$ cat config.mk
export PLATFORM = sky130hd
export DESIGN_NAME = twi_video_target
export DESIGN_NICKNAME = d
export VERILOG_FILES = /design/src/rtl/twi_video_target.sv
export SDC_FILE = /design/constraint.sdc
export NUM_CORES = 2
export LEC_CHECK = 0
export BUFFER_PORTS_ARGS = -buffer_cell sky130_fd_sc_hd__buf_2
export CAP_MARGIN = 10
export CORE_ASPECT_RATIO = 0.9
export CORE_MARGIN = 2
export CORE_UTILIZATION = 49
export CTS_CLUSTER_SIZE = 16
export DETAILED_ROUTE_END_ITERATION = 8
export SYNTH_ARGS = -nofsm -noshare
export SYNTH_HDL_FRONTEND = slang
export SYNTH_SLANG_ARGS = --single-unit
$ cat constraint.sdc
create_clock -name i_clk -period 4.4 [get_ports i_clk]
set_clock_uncertainty 0.15 [all_clocks]
set_input_delay 0.44 -clock i_clk [delete_from_list [all_inputs] [get_ports i_clk]]
set_output_delay 0.44 -clock i_clk [all_outputs]
set_load 0.02 [all_outputs]
$ cat src/rtl/twi_video_target.sv
// TWI/I2C target modelling the video encoder register interface.
// Matches a 7-bit device address, accepts a pointer byte followed by
// auto-incrementing burst writes, and serves auto-incrementing burst reads
// from the current pointer. Committed writes are mirrored on a strobe.
//
// Ports:
//   i_clk, i_rst      system clock, synchronous active-high reset
//   i_twi_scl         SCL from the bus (asynchronous)
//   i_twi_sda         SDA from the bus, wired-AND value (asynchronous)
//   o_twi_sda         SDA drive: 0 pulls low, 1 releases
//   o_reg_wr_en       one-clock pulse per committed data byte
//   o_reg_wr_addr     register index of the committed byte
//   o_reg_wr_data     committed byte
//   o_busy            high from the ACKed address until STOP or read NACK
module twi_video_target #(
    parameter logic [6:0]  DEV_ADDR = 7'h76,
    parameter int unsigned NREGS    = 128,
    parameter logic [7:0]  RST_VAL  = 8'h00
) (
    input  logic                     i_clk,
    input  logic                     i_rst,
    input  logic                     i_twi_scl,
    input  logic                     i_twi_sda,
    output logic                     o_twi_sda,
    output logic                     o_reg_wr_en,
    output logic [$clog2(NREGS)-1:0] o_reg_wr_addr,
    output logic [7:0]               o_reg_wr_data,
    output logic                     o_busy
);

    localparam int unsigned PW = $clog2(NREGS);
    localparam int unsigned CW = 3;

    typedef enum logic [3:0] {
        IDLE,
        ADDR,
        ADDR_ACK,
        PTR,
        PTR_ACK,
        WR_DATA,
        WR_ACK,
        RD_DATA,
        RD_ACK,
        IGNORE
    } state_t;

    state_t         state, state_d;
    logic [CW-1:0]  cnt, cnt_d;
    logic [7:0]     sh, sh_d;
    logic [PW-1:0]  ptr, ptr_d;
    logic           rw, rw_d;
    logic           ack_drv, ack_d;
    logic           sda_q, sda_d;
    logic           busy, busy_d;
    logic           wr_en, wr_en_d;
    logic [PW-1:0]  wr_addr, wr_addr_d;
    logic [7:0]     wr_data, wr_data_d;

    logic [7:0]     regs [NREGS];

    // Two-FF synchroniser plus one history stage; detection uses stages 1/2.
    logic [2:0] scl_s, sda_s;

    always_ff @(posedge i_clk) begin
        if (i_rst) begin
            scl_s <= 3'b111;
            sda_s <= 3'b111;
        end else begin
            scl_s <= {scl_s[1:0], i_twi_scl};
            sda_s <= {sda_s[1:0], i_twi_sda};
        end
    end

    logic          scl_rise, scl_fall, start_det, stop_det, sda_bit, byte_done;
    logic [7:0]    byte_c;
    logic [PW-1:0] ptr_inc;

    assign scl_rise  = scl_s[1] & ~scl_s[2];
    assign scl_fall  = ~scl_s[1] & scl_s[2];
    assign start_det = scl_s[1] & scl_s[2] & sda_s[2] & ~sda_s[1];
    assign stop_det  = scl_s[1] & scl_s[2] & ~sda_s[2] & sda_s[1];
    assign sda_bit   = sda_s[1];
    assign byte_c    = {sh[6:0], sda_bit};
    assign byte_done = scl_rise && (cnt == CW'(7));
    assign ptr_inc   = PW'(ptr + PW'(1));

    // Next-state and output logic; bus conditions override bit handling.
    always_comb begin
        state_d   = state;
        cnt_d     = cnt;
        sh_d      = sh;
        ptr_d     = ptr;
        rw_d      = rw;
        ack_d     = ack_drv;
        sda_d     = sda_q;
        busy_d    = busy;
        wr_en_d   = 1'b0;
        wr_addr_d = wr_addr;
        wr_data_d = wr_data;

        if (stop_det) begin
            state_d = IDLE;
            sda_d   = 1'b1;
            busy_d  = 1'b0;
            ack_d   = 1'b0;
            cnt_d   = '0;
        end else if (start_det) begin
            state_d = ADDR;
            sda_d   = 1'b1;
            ack_d   = 1'b0;
            cnt_d   = '0;
        end else begin
            unique case (state)
                IDLE, IGNORE: begin
                    sda_d = 1'b1;
                end
                ADDR: begin
                    if (scl_rise) begin
                        sh_d  = byte_c;
                        cnt_d = CW'(cnt + CW'(1));
                    end
                    if (byte_done) begin
                        cnt_d = '0;
                        if (byte_c[7:1] == DEV_ADDR) begin
                            rw_d    = byte_c[0];
                            state_d = ADDR_ACK;
                        end else begin
                            state_d = IGNORE;
                        end
                    end
                end
                PTR: begin
                    if (scl_rise) begin
                        sh_d  = byte_c;
                        cnt_d = CW'(cnt + CW'(1));
                    end
                    if (byte_done) begin
                        cnt_d   = '0;
                        ptr_d   = byte_c[PW-1:0];
                        state_d = PTR_ACK;
                    end
                end
                WR_DATA: begin
                    if (scl_rise) begin
                        sh_d  = byte_c;
                        cnt_d = CW'(cnt + CW'(1));
                    end
                    if (byte_done) begin
                        cnt_d     = '0;
                        wr_en_d   = 1'b1;
                        wr_addr_d = ptr;
                        wr_data_d = byte_c;
                        ptr_d     = ptr_inc;
                        state_d   = WR_ACK;
                    end
                end
                // First fall pulls SDA low for the ACK bit, the second ends it.
                ADDR_ACK, PTR_ACK, WR_ACK: begin
                    if (scl_fall) begin
                        if (!ack_drv) begin
                            sda_d = 1'b0;
                            ack_d = 1'b1;
                            if (state == ADDR_ACK) begin
                                busy_d = 1'b1;
                            end
                        end else begin
                            sda_d = 1'b1;
                            ack_d = 1'b0;
                            cnt_d = '0;
                            if (state == ADDR_ACK && rw) begin
                                sh_d    = regs[ptr];
                                sda_d   = regs[ptr][7];
                                state_d = RD_DATA;
                            end else if (state == ADDR_ACK) begin
                                state_d = PTR;
                            end else begin
                                state_d = WR_DATA;
                            end
                        end
                    end
                end
                // sh[7] is the bit currently on the bus.
                RD_DATA: begin
                    if (scl_fall) begin
                        if (cnt == CW'(7)) begin
                            sda_d   = 1'b1;
                            cnt_d   = '0;
                            ack_d   = 1'b0;
                            state_d = RD_ACK;
                        end else begin
                            sda_d = sh[6];
                            sh_d  = {sh[6:0], 1'b0};
                            cnt_d = CW'(cnt + CW'(1));
                        end
                    end
                end
                // ack_drv marks a master ACK seen and the next byte preloaded.
                RD_ACK: begin
                    if (scl_rise && !ack_drv) begin
                        if (!sda_bit) begin
                            ptr_d = ptr_inc;
                            sh_d  = regs[ptr_inc];
                            ack_d = 1'b1;
                        end else begin
                            sda_d   = 1'b1;
                            busy_d  = 1'b0;
                            state_d = IGNORE;
                        end
                    end else if (scl_fall && ack_drv) begin
                        sda_d   = sh[7];
                        ack_d   = 1'b0;
                        cnt_d   = '0;
                        state_d = RD_DATA;
                    end
                end
                default: begin
                    state_d = IDLE;
                    sda_d   = 1'b1;
                end
            endcase
        end
    end

    // State and registered outputs.
    always_ff @(posedge i_clk) begin
        if (i_rst) begin
            state   <= IDLE;
            cnt     <= '0;
            sh      <= '0;
            ptr     <= '0;
            rw      <= 1'b0;
            ack_drv <= 1'b0;
            sda_q   <= 1'b1;
            busy    <= 1'b0;
            wr_en   <= 1'b0;
            wr_addr <= '0;
            wr_data <= '0;
        end else begin
            state   <= state_d;
            cnt     <= cnt_d;
            sh      <= sh_d;
            ptr     <= ptr_d;
            rw      <= rw_d;
            ack_drv <= ack_d;
            sda_q   <= sda_d;
            busy    <= busy_d;
            wr_en   <= wr_en_d;
            wr_addr <= wr_addr_d;
            wr_data <= wr_data_d;
        end
    end

    // Register file commits from the registered strobe.
    always_ff @(posedge i_clk) begin
        if (i_rst) begin
            for (int i = 0; i < int'(NREGS); i++) begin
                regs[i] <= RST_VAL;
            end
        end else if (wr_en) begin
            regs[wr_addr] <= wr_data;
        end
    end

    assign o_twi_sda     = sda_q;
    assign o_busy        = busy;
    assign o_reg_wr_en   = wr_en;
    assign o_reg_wr_addr = wr_addr;
    assign o_reg_wr_data = wr_data;

endmodule

==> impl_metrics.json <==
{
  "outcome": "finished, final reports clean",
  "synthDistinctLibCells": 72,
  "power_frac_clock_pct": 44.1,
  "cp_cell_sequence": "buf_4 -> mux4_2 -> mux2i_1 -> mux2_2 -> nor4b_1 -> a2111oi_1 -> nand3_1 -> o31a_1",
  "slew_headroom_pct": 29.6,
  "fp.dieH_um": 333,
  "holdPathStages": 1,
  "crit_path_start_kind": "flop",
  "worstMarginPinSlew_ns": 1.05,
  "grt_busiest_layer": "met1",
  "slowest_stage": "dfxtp_4",
  "setup_slack_ns": 0.450,
  "dp_hpwl_mm": 131,
  "clock_sinks": 1079,
  "grtUsageMet3_pct": 6.69,
  "r2r_cells": 8,
  "post_drt_wl_per_cell_um": 33.8,
  "yosysWarnings": 0,
  "grt_pass1_vias": 36012,
  "nets": 4007,
  "worstSkewPairLatency_ns": 0.75,
  "root_buffer": "clkbuf_16",
  "core_um2": 119000,
  "final_layout_size_suffix_gt1_share_pct": 26.5,
  "syn_nets": 4071,
  "period_share_pct": 89.8,
  "path_clk_slew_ns": 0.07,
  "synth_cells": 4064,
  "avgSynthCellArea_um2": 14.5,
  "finalSetupTns_ns": 0,
  "p_switching_w": 0.00498,
  "cts_tree": "built",
  "finalMaxSlewViolations": 0,
  "postRouteAntennaNets": 0,
  "start_util_pct": 49.4,
  "end_kind": "flop",
  "preCtsSetupSlack_ns": 0.598,
  "gr-usage-met1_pct": 47.3,
  "ys_ff_latch": 1079,
  "min_period_ns": 3.95,
  "max_freq_mhz": 253,
  "die_w_um": 369,
  "synth_edf_count": 1024,
  "seqPwrFrac_pct": 52.4,
  "min_path_type": "flop to flop",
  "cts_resized": 0,
  "cap_violations": 0,
  "async_flop_share_pct": 0,
  "finalInstanceArea_um2": 64600,
  "synth_flop_cell": "edfxtp_1",
  "gr-usage-all-layers_pct": 31.5,
  "worstPathRequired_ns": 4.88,
  "num_vias": 37471,
  "ios": 22,
  "grt_overflow": 0,
  "clockBufferDepth": 3,
  "place_area_um2": 60800,
  "switching_share_pct": 22.0,
  "dieArea_um2": 123000,
  "power-per-cell-area_nw_per_um2": 349,
  "finalSetupViolCount": 0,
  "arrival_ns": 4.43,
  "p_comb_share_pct": 3.5,
  "ir_drop_mv": 0.356,
  "antenna_found_initial": 4,
  "critical_path_class": "flop to flop",
  "drt_iter0_drc": 5297,
  "post-synth-top-area-cell": "edfxtp_1",
  "drt-total-wl_mm": 192,
  "grt_max_degree": 97,
  "rsz0062_at_grt": "no",
  "drc_errors": 0,
  "dr.pass1.iters": 6,
  "grt_pass1_wl_mm": 276,
  "final_util_pct": 54.3,
  "gp_congestion": 0.955,
  "rows": 120,
  "netlist_area_um2": 58800,
  "htree_levels": 3,
  "layout_common_cells": "and2_1 (1027), edfxtp_1 (1024), mux4_2 (569)",
  "power.internal_w": 0.0176,
  "avgViaCountPerCell": 6.59,
  "synth_top_area_share_pct": 52.3,
  "p_leak_nw": 21.6,
  "cp_slowest_stage_delay_ns": 0.98,
  "synthTopCellsByArea": "edfxtp_1 (52%), mux4_2 (22%), and2_1 (11%)",
  "path_max_fanout": 50,
  "globalRouteMet2Util_pct": 46.4,
  "area_growth_syn_to_layout_pct": 9.91,
  "layout_commonest_cell": "and2_1",
  "finalHoldViolCount": 0,
  "cts_buffers": 114,
  "seq_area_frac_synth_pct": 54.2,
  "io_buffers": 21
}
==> cell usage after synthesis (28+ instances only) <==
library cell	n
and2_1	1027
edfxtp_1	1024
mux4_2	569
clkbuf_1	201
nand2_1	190
nor2_1	170
or2_2	139
buf_2	83
a21oi_1	69
mux2i_1	64
dfxtp_1	55
nand3_1	51
o21ai_0	36
mux2_2	28
==> sequential cells by signal (all words and copies together) (netlist names), named ones only <==
signal and flops:
o_reg_wr_addr 7, ack_drv 1, o_reg_wr_en 1, o_twi_sda 1, regs 1024, scl_s 3, o_busy 1, ptr 7
cnt 3, o_reg_wr_data 8, rw 1, state 4, sda_s 3, sh 8
==> what timing repair did <==
item / CTS / global route
setup buffers: 0 / 0
endpoints found under the hold margin: 10 / 0
hold buffers: 3 / 0
==> critical path: cells and delay by family (launching register included) <==
kind | cells | cell delay [ns]
compound gates | 2 | 1.12
mux | 3 | 0.81
buf+inv | 1 | 0.38
simple gates | 2 | 0.38
flops | 1 | 0.98
==> through the flow <==
step / std cells / total power, W / hold slack (ns)
detailed placement: 5467 / 0.0128 / 0.256
global placement: 5467 / 0.0128 / 0.254
floorplan: 4064 / 0.0124 / 0.239
finish: 5684 / 0.0226 / 0.263
CTS: 5683 / 0.0226 / 0.224
global route: 5683 / 0.0231 / 0.261
==> layer usage <==
layer  part of all wire [%]  wire (µm)  up-vias
li1                       -          -    15370
met2                     45      85800     2176
met3                     10      19700      299
met5                  0.011         21        -
met4                    3.2       6210        4
met1                     42      80500    19622
==> final timing paths <==
kind / start / end / slack, ns
worst max register to register: flop / sh[4] / 0.45
worst min register to register: scl_s[0] / scl_s[1] / 0.26
worst max-delay path: flop / sh[4] / 0.45
worst min-delay path: scl_s[0] / scl_s[1] / 0.26
==> layout make-up <==
| type | count | area, µm² |
|---|---|---|
| Fill cell | 9645 | 54300 |
| Clock inverter | 74 | 756 |
| Clock buffer | 139 | 3010 |
| Multi-Input combinational cell | 2626 | 25400 |
| Timing Repair Buffer | 155 | 1430 |
| Sequential cell | 1079 | 31900 |
| Tap cell | 1586 | 1980 |
| Inverter | 24 | 90.1 |
| Antenna cell | 1 | 2.50 |
==> power by group through the flow <==
stage	sequential, W	combinational (W)	clock (W)
floorplan	0.0119	0.000528	0
global placement	0.0120	0.000780	0
detailed placement	0.0120	0.000781	0
CTS	0.0118	0.000789	0.0100
global route	0.0118	0.000824	0.0104
finish	0.0118	0.000791	0.00996
==> cell families (layout without fill, tap and decap cells) <==
group           count (synthesis)  after routing  share of synthesized area, %
simple gates                 1700           1700                          16.5
flops                        1079           1079                          54.2
mux                           661            661                          23.4
buf+inv                       359            392                          2.68
compound gates                254            254                          2.96
xor+xnor                        8              8                         0.132
fa+ha+maj                       3              3                        0.0639
other cells                     0              1                             0
No activity file was read; power rests on OpenSTA's default activity.
